<file path="src/rtl/regfile_write_arbiter.sv">
// Two-requester register-file write arbiter: round-robin grant, registered write port, saturating contention counter.
// Define FIXED_PRIORITY_EN to make requester 0 always win contention (the round-robin pointer is then removed).
module regfile_write_arbiter #(
  parameter int DATA_W = 32,
  parameter int ADDR_W = 5
) (
  input  logic              clock,
  input  logic              reset,
  input  logic              hold,
  input  logic              valid0,
  input  logic              valid1,
  input  logic [ADDR_W-1:0] reg0,
  input  logic [ADDR_W-1:0] reg1,
  input  logic [DATA_W-1:0] data0,
  input  logic [DATA_W-1:0] data1,
  output logic              ready0,
  output logic              ready1,
  output logic              writeEnable,
  output logic [ADDR_W-1:0] writeReg,
  output logic [DATA_W-1:0] writeData,
  output logic [7:0]        conflictCount
);

  logic              prefer0;
  logic              accept;
  logic              contended;
  logic [ADDR_W-1:0] grant_reg;
  logic [DATA_W-1:0] grant_data;

`ifdef FIXED_PRIORITY_EN
  assign prefer0 = 1'b1;
`else
  // last == 1 means requester 1 was granted most recently, so requester 0 wins the next contention.
  logic last;

  always_ff @(posedge clock or negedge reset) begin
    if (!reset) begin
      last <= 1'b1;
    end else if (accept) begin
      last <= ready1;
    end
  end

  assign prefer0 = last;
`endif

  assign contended = valid0 & valid1 & ~hold;

  // Grants are gated by reset so nothing is consumed while the block is held in reset.
  always_comb begin
    // NOTE: every combinational output gets a default first so no path leaves it unassigned and infers a latch.
    ready0 = 1'b0;
    ready1 = 1'b0;
    if (reset && !hold) begin
      if (valid0 && (!valid1 || prefer0)) begin
        ready0 = 1'b1;
      end else if (valid1) begin
        ready1 = 1'b1;
      end
    end
  end

  assign accept     = ready0 | ready1;
  assign grant_reg  = ready1 ? reg1 : reg0;
  assign grant_data = ready1 ? data1 : data0;

  always_ff @(posedge clock or negedge reset) begin
    if (!reset) begin
      writeEnable   <= 1'b0;
      writeReg      <= '0;
      writeData     <= '0;
      conflictCount <= '0;
    end else begin
      // NOTE: sequential state uses non-blocking assignments so every register samples pre-edge values.
      writeEnable <= 1'b0;
      if (accept) begin
        writeReg    <= grant_reg;
        writeData   <= grant_data;
        // Writes to register 0 are consumed but never strobed into the file.
        writeEnable <= (grant_reg != '0);
      end
      if (contended && (conflictCount != 8'hFF)) begin
        conflictCount <= conflictCount + 8'd1;
      end
    end
  end

endmodule

</file>
<file path="config.mk">
export PLATFORM = sky130hd
export DESIGN_NAME = regfile_write_arbiter
export DESIGN_NICKNAME = d
export VERILOG_FILES = /design/src/rtl/regfile_write_arbiter.sv
export SDC_FILE = /design/constraint.sdc
export NUM_CORES = 1
export LEC_CHECK = 0
export CAP_MARGIN = 20
export CORE_MARGIN = 10
export CORE_UTILIZATION = 40
export CTS_BUF_LIST = sky130_fd_sc_hd__clkbuf_16
export CTS_CLUSTER_DIAMETER = 80
export CTS_CLUSTER_SIZE = 28
export DETAILED_ROUTE_END_ITERATION = 7
export GPL_ROUTABILITY_DRIVEN = 0
export PLACE_DENSITY = 0.83
export SLEW_MARGIN = 15
export SYNTH_ARGS = -nofsm -noshare
export SYNTH_HDL_FRONTEND = slang
export SYNTH_SLANG_ARGS = --single-unit
</file>
<file path="constraint.sdc">
create_clock -name clock -period 2.37 [get_ports clock]
set_input_delay 0.3555 -clock clock [delete_from_list [all_inputs] [get_ports clock]]
set_output_delay 0.3555 -clock clock [all_outputs]
set_load 0.02 [all_outputs]
</file>
After elaboration in Yosys (flattened, before gate mapping)
Cells that the tools add are included.
{"block": "totals", "ff_bits": 47, "latch_bits": 0, "mem_bits_rw": 0, "romBits": 0, "output_inout_bits": 48, "memories": 0}
{"block": "classes", "n_addsub": 1, "n_mul": 0, "div_mod_pow": 0, "order_cmp": 0, "n_eq_ne": 1, "n_shift": 0, "mux": 8, "bitwise": 4, "n_reduce_logical": 7}
{"op": "$mux 32", "n": 1}
{"op": "$add 8x1->8 const B", "n": 1}
{"op": "$ne 8x8->1 const B", "n": 1}
{"op": "$mux 1", "n": 6}
{"op": "$mux 5", "n": 1}
{"op": "$reduce_bool 5->1", "n": 1}
{"op": "$logic_and 1x1->1", "n": 3}
{"op": "$and 1x1->1", "n": 2}
{"op": "$logic_not 1->1", "n": 2}
{"op": "$logic_or 1x1->1", "n": 1}
{"op": "$not 1->1", "n": 1}
{"op": "$or 1x1->1", "n": 1}

Logic depth before layout (Yosys ltp)
Gate-level depths: netlist of the first run.
{"block": "logic_depth", "depth_word": 8, "depth_mapped": 7, "mapped_depth_nobuf": 4}

Worst setup path before layout of the first run
No wires, ideal clock.
{"block": "synth_path", "path_kind": "reg2reg", "startpoint": "register conflictCount[0]", "endpoint": "register conflictCount[1]", "setup_ps": 125, "t_arrival_ps": 1577, "required_ps": 2245, "path_slack_ps": 668, "stages_incl_launch_ff": 5, "path_buffers": 0, "period_less_slack_ps": 1702, "path_cell_list": "dfrtp_1 -> ha_1 -> nand4_1 -> o21ai_0 -> mux2_2"}
{"block": "synth_between", "elab_chain_cells": 2}
{"element": "start, declared", "line": "21", "rtl": "output logic [7:0] conflictCount"}
{"element": "start signal, assigned", "line": "83", "rtl": "conflictCount <= conflictCount + 8'd1;"}
{"element": "branches (longest 2 deep; another with $add 8x1->8)"}
Parallel ways; which one is timed is not known.
A chain may end at the register's enable or synchronous reset.

Worst setup path in the final report of the first run
{"block": "layout_path", "startpoint": "input port hold", "endpoint": "output port ready1"}
{"block": "layout_between", "elab_chain_cells": 3}
{"element": "start, declared", "line": "9", "rtl": "input logic hold,"}
{"element": "$logic_not 1->1", "line": "54", "rtl": "if (reset && !hold) begin"}
{"element": "$logic_and 1x1->1", "line": "54"}
{"element": "$mux 1", "line": "54"}
{"element": "end, declared", "line": "17", "rtl": "output logic ready1,"}
Every way passes these cells.

==> results of run 1 <==
-- stage by stage --
step	instances	hold WS, ns	worst slack (ns)	util	total power [mW]
after global routing	391	0.1659	0.006954	0.6860	3.000
after global placement	382	0.2342	0.07896	0.6592	2.186
final	391	0.1367	0.06897	0.6860	2.846
after CTS	391	0.1524	0.06646	0.6860	2.884
after floorplan	187	0.05991	0.6684	-	1.620
after detailed placement	382	0.2343	0.07829	0.6592	2.214
-- cells in the final DEF (no fill, tap or decap), types with 3 or more instances in the layout --
| cell | count |
|---|---|
| dfrtp_1 | 46 |
| a221o_1 | 37 |
| inv_1 | 3 |
| nand4_1 | 3 |
| xnor2_1 | 4 |
| clkbuf_16 | 5 |
| buf_4 | 14 |
| mux2_2 | 4 |
| nor3b_1 | 10 |
| clkdlybuf4s50_1 | 125 |
| nand2_1 | 4 |
| o21a_1 | 32 |
-- routing by layer --
metal,GRT usage,up-vias,wire length [µm]
met5,0,-,0
met2,0.2750,86,3879
li1,-,1002,-
met4,0.03317,0,42
met1,0.1755,1037,2790
met3,0.07620,4,813
-- area by class of cell --
| class | instances | area (µm²) |
|---|---|---|
| multi-input cells | 121 | 991.0 |
| inverters | 2 | 10.01 |
| fillers | 419 | 1729 |
| clock inverters | 3 | 12.51 |
| flip-flops and latches | 47 | 1177 |
| repair buffers | 141 | 1371 |
| clock buffers | 5 | 125.1 |
| well taps | 72 | 90.09 |
-- cells by family after synthesis --
group	after synthesis	synth area share
compound gates	76	0.2892
flops	47	0.5173
simple gates	36	0.1028
buf+inv	19	0.05002
xor+xnor	4	0.01539
mux	4	0.01979
fa+ha+maj	1	0.005497
-- worst max-delay path by stage --
| stage | slack, ns | end | start |
|---|---|---|---|
| 2_1_floorplan | 0.67 | conflictCount[1]$_DFFE_PN0P_ | conflictCount[0]$_DFFE_PN0P_ |
| 3_3_place_gp | 0.08 | ready1 | hold |
| 3_5_place_dp | 0.08 | ready1 | hold |
| 4_1_cts | 0.07 | ready1 | hold |
| 5_1_grt | 0.007 | ready1 | hold |
| 6_report | 0.07 | ready1 | hold |
-- repair_timing --
item | 4_1_cts | 5_1_grt
endpoints found under the hold margin | 7 | 0
buffers inserted | 0 | 0
gates resized for setup | 0 | 0
hold buffers | 1 | 0
-- cell usage after synthesis (all sizes together) (3+ instances only) --
cell type	instances
nor2	3
nand4	3
xnor2	4
a221o	37
nor3b	10
dfrtp	46
o21a	32
clkbuf	9
mux2	4
nand2	4
buf	8
-- flip-flops by register name, indices dropped and copies added (netlist names) --
signal         cells
last               1
writeEnable        1
writeReg           5
conflictCount      8
writeData         32
-- worst register-to-register path, stage by stage, from the launching register on --
cell     delay (ns)
dfrtp_1        0.42
ha_1           0.21
nand4_1        0.24
o21ai_0        0.41
mux2_2         0.38
-- report_power, final --
group / total, mW / internal [mW] / switching [mW]
sequential: 1.10 / 0.974 / 0.131
combinational: 1.09 / 0.604 / 0.481
clock: 0.656 / 0.381 / 0.275
total: 2.85 / 1.96 / 0.887
==> results.json, run 1 <==
{
  "grt_overflow_total": 0,
  "via_count": 2129,
  "antenna_found_initial": 0,
  "ys_ff_latch": 47,
  "slowest_delay_ns": 0.60,
  "wl_per_cell_um": 19.25,
  "first_pass_iters": 6,
  "synth_edf_count": 0,
  "die-area_mm2": 0.009107,
  "arrival_ns": 1.95,
  "route.detailed.drc": 0,
  "netlist_area_mm2": 0.002276,
  "track_usage": 0.1594,
  "portBuffers": 126,
  "syn-num-nets": 267,
  "clk-insertion-delay-late_ns": 0.28,
  "cpMostUsedCell": "clkdlybuf4s50_1",
  "grt_max_degree": 33,
  "start_util": 0.4133,
  "crit_path_max_fanout": 2,
  "timing.rr.start": "conflictCount[0]$_DFFE_PN0P_",
  "cap_violations": 0,
  "area_delta_synth_final_pct": 65.97,
  "setup_violations": 0,
  "yosys_warnings": 0,
  "std_cell_rows": 27,
  "numClockSinks": 47,
  "placed_area_mm2": 0.003630,
  "n_antenna_cell": 0,
  "crit_slowest_cell": "clkdlybuf4s50_1",
  "dieWidth_um": 95.43,
  "cts_inserted_buffers": 5,
  "syn_inst": 187,
  "synth_flop_cell": "dfrtp_1",
  "cts_root_buf": "clkbuf_16",
  "power_leakage_nw": 1.532,
  "reg2reg_to": "conflictCount[1]$_DFFE_PN0P_",
  "min_period_ns": 2.301,
  "grt_pass1_wl_um": 11490,
  "drt_iter0_drc": 95,
  "async_reset_ff_frac": 1.000,
  "start_kind": "primary input",
  "slew_viol_final": 0,
  "fin_setup_tns_ns": 0,
  "clkTransAtPathRegs_ns": 0.06,
  "synth_top_area_frac": 0.5058,
  "crit_path_end_kind": "output pin",
  "cts_tree": "done",
  "grt_pass1_vias": 2199,
  "die_h_um": 95.43,
  "slew_headroom": 0.7500,
  "routed_wl_um": 7526,
  "synth_cell_types": 35,
  "hold_class": "primary input to asynchronous set/reset pin",
  "pin_count": 127,
  "clock-skew-final_ns": 0.001507,
  "reg2reg_slack_ns": 0.59,
  "core-area_mm2": 0.005507,
  "status": "complete, no violations",
  "dpl.hpwl_um": 5786,
  "finalHoldViolations": 0,
  "cp.depth": 5,
  "drtAntennaViolNets": 0,
  "layout-drive-gt1-share": 0.1003,
  "synth_area_leader_cell": "dfrtp_1",
  "powerDensity_mw_per_mm2": 753.5,
  "cts.htree.levels": 2,
  "cp_num_buf_inv": 3,
  "rsz0062_at_grt": "no",
  "rr_worst_depth": 4,
  "clockBufferDepth": 2,
  "finalCritPeriodShare": 0.9709,
  "tightest_slew_ns": 0.3711,
  "cp.required_ns": 2.01,
  "synth_area_leaders": "dfrtp_1 (51%), a221o_1 (16%), o21a_1 (11%)",
  "final_area_mm2": 0.003777,
  "peakVddDrop_v": 0.0005573,
  "syn_area_per_cell_um2": 12.17,
  "via_per_inst": 5.445,
  "yosysSeqAreaShare": 0.5173,
  "cp_top_family": "buffers and inverters",
  "max_freq_ghz": 0.4346,
  "final_nets": 398,
  "cp_cell_sequence": "clkdlybuf4s50_1 > nand3b_2 > or2_4 > inv_4 > clkdlybuf4s50_1",
  "crit_type": "primary input to output pin"
}
No activity file was read; power rests on OpenSTA's default activity.
==> run 2, diff against run 1 <==
--- a/config.mk
+++ b/config.mk
@@ -13,7 +13,7 @@
 export CTS_CLUSTER_SIZE = 28
 export DETAILED_ROUTE_END_ITERATION = 7
 export GPL_ROUTABILITY_DRIVEN = 0
-export PLACE_DENSITY = 0.83
+export PLACE_DENSITY = 0.93
 export SLEW_MARGIN = 15
 export SYNTH_ARGS = -nofsm -noshare
 export SYNTH_HDL_FRONTEND = slang
==> run 2 against run 1 <==
Utilization shrank 0.36 points. First-iteration DRC count grew 14%. Maximum frequency grew 2.0%. Highest routed layer unchanged. Sequential share of layout area grew 0.17 points. Cell count shrank 0.77%.
==> results.json, run 2 (synthesized netlist as in run 1, its figures left out) <==
{
  "power_leakage_nw": 1.534,
  "track_usage": 0.1626,
  "routed_wl_um": 7663,
  "setup_violations": 0,
  "drtAntennaViolNets": 0,
  "portBuffers": 126,
  "cts_inserted_buffers": 5,
  "largest_reg_flops": 32,
  "max_flop_register": "writeData",
  "register_area_mm2": 0.001177,
  "std_cell_rows": 27,
  "core-area_mm2": 0.005507,
  "stdcell_count": 388,
  "status": "complete, no violations",
  "fillerInstances": 401,
  "tightest_slew_ns": 0.5463,
  "die_h_um": 95.43,
  "powerDensity_mw_per_mm2": 762.2,
  "pin_count": 127,
  "via_count": 2136,
  "reg_top3": "writeData: 32 flops, conflictCount: 8 flops, writeReg: 5 flops",
  "start_util": 0.4133,
  "peakVddDrop_v": 0.0003494,
  "post_cts_buffers": 0,
  "place_inst": 379,
  "finalCritPeriodShare": 0.9521,
  "most-common-layout-cells": "clkdlybuf4s50_1 (124), dfrtp_1 (46), a221o_1 (37)",
  "crit_path_max_fanout": 5,
  "slew_headroom": 0.6358,
  "crit_type": "primary input to output pin",
  "grt_overflow_total": 0,
  "route.detailed.drc": 0,
  "fin_setup_tns_ns": 0,
  "drt_iter0_drc": 108,
  "finalHoldViolations": 0,
  "clkTransAtPathRegs_ns": 0.06,
  "cap_violations": 0,
  "final_nets": 395,
  "rsz0062_at_grt": "no",
  "cts_root_buf": "clkbuf_16",
  "dieWidth_um": 95.43,
  "die-area_mm2": 0.009107,
  "layout_commonest_cell": "clkdlybuf4s50_1",
  "max_freq_ghz": 0.4432,
  "clk-insertion-delay-late_ns": 0.28,
  "cts_tree": "done",
  "cp.required_ns": 2.01,
  "slew_viol_final": 0,
  "grt_pass1_wl_um": 11750,
  "layout-drive-gt1-share": 0.09177,
  "wl_per_cell_um": 19.75,
  "arrival_ns": 1.90,
  "area_delta_synth_final_pct": 65.09,
  "clockBufferDepth": 2,
  "dpl.hpwl_um": 5959,
  "clock-skew-final_ns": 0.004409,
  "total_power_mw": 2.864,
  "via_per_inst": 5.505,
  "crit_path_end_kind": "output pin",
  "start_kind": "primary input",
  "n_antenna_cell": 0,
  "grt_pass1_vias": 2382,
  "min_period_ns": 2.256,
  "numClockSinks": 47,
  "antenna_found_initial": 0,
  "cts.htree.levels": 2,
  "multiInputGateArea_um2": 991.0,
  "first_pass_iters": 4,
  "hold_class": "primary input to asynchronous set/reset pin",
  "grt_max_degree": 44
}
## run 2: cell types whose count changed in the layout (fill, tap and decap cells not counted)
cell / delta
clkdlybuf4s50_1: -1
dlymetal6s2s_1: +1
buf_4: -3
## run 2: path summary, 6_finish.rpt
| path | cells past startpoint | slack [ns] | end | startpoint |
|---|---|---|---|---|
| setup / recovery | 4 | 0.11 | ready0 | valid0 |
| hold / removal | 1 | 0.07 | last$_DFFE_PN1P_ | reset |
| setup reg to reg | 4 | 0.57 | conflictCount[1]$_DFFE_PN0P_ | conflictCount[0]$_DFFE_PN0P_ |
| hold reg to reg | 2 | 0.51 | last$_DFFE_PN1P_ | last$_DFFE_PN1P_ |
| max in group asynchronous | 2 | 1.71 | writeReg[3]$_DFFE_PN0P_ | reset |
| min in group clock | 2 | 0.51 | last$_DFFE_PN1P_ | last$_DFFE_PN1P_ |
## run 2: layout make-up
| class | count | share of cell area |
|---|---|---|
| tap | 72 | 0.02398 |
| multi-input combinational | 121 | 0.2637 |
| clock buffer | 5 | 0.03330 |
| timing repair buffer | 138 | 0.3596 |
| sequential | 47 | 0.3134 |
| inverter | 2 | 0.002664 |
| clock inverter | 3 | 0.003330 |
## run 2: power by group
group          total (mW)  switching (mW)  internal, mW  leakage, nW
Combinational        1.08           0.480         0.601        0.872
Sequential           1.12           0.142         0.974        0.586
Clock               0.668           0.286         0.382       0.0762
Total                2.86           0.908          1.96         1.53
## run 2: critical path, cell delays in order
cell and delay (ns):
clkdlybuf4s50_1 0.56, nand3b_1 0.15, a21oi_2 0.18, clkdlybuf4s50_1 0.65
## run 2: what timing repair did
item / CTS / global route
hold endpoints to repair: 3 / 0
hold buffers: 1 / 0
resized for setup: 0 / 1
endpoints found under the setup margin: 0 / 1
## run 2: per-layer routing
metal  global-route usage  vias up  share of wire  wire length, µm
li1                     -      993              -                -
met1               0.1691     1025           0.37             2833
met2               0.2818      102           0.50             3836
met3              0.08170       16           0.11              867
met4              0.05037        0          0.016              126
met5                    0        -              0                0
## run 2: metrics by stage
step                hold slack [ns]  cell area (µm²)  setup slack (ns)    util
global route                0.08208             3757           0.09904  0.6823
global placement             0.1972             3607           0.06563  0.6551
CTS                         0.06893             3755           0.01130  0.6819
floorplan                   0.05991             2276            0.6684       -
detailed placement           0.2006             3607           0.02408  0.6551
finish                      0.07272             3757            0.1135  0.6823
==> run 3, diff against run 2 <==
--- a/config.mk
+++ b/config.mk
@@ -13,7 +13,7 @@
 export CTS_CLUSTER_SIZE = 28
 export DETAILED_ROUTE_END_ITERATION = 7
 export GPL_ROUTABILITY_DRIVEN = 0
-export PLACE_DENSITY = 0.93
+export PLACE_DENSITY = 0.83
 export SLEW_MARGIN = 15
 export SYNTH_ARGS = -nofsm -noshare
 export SYNTH_HDL_FRONTEND = slang
==> results of run 3 <==
Same layout as run 1: the final DEF is identical, and so are final timing and power.
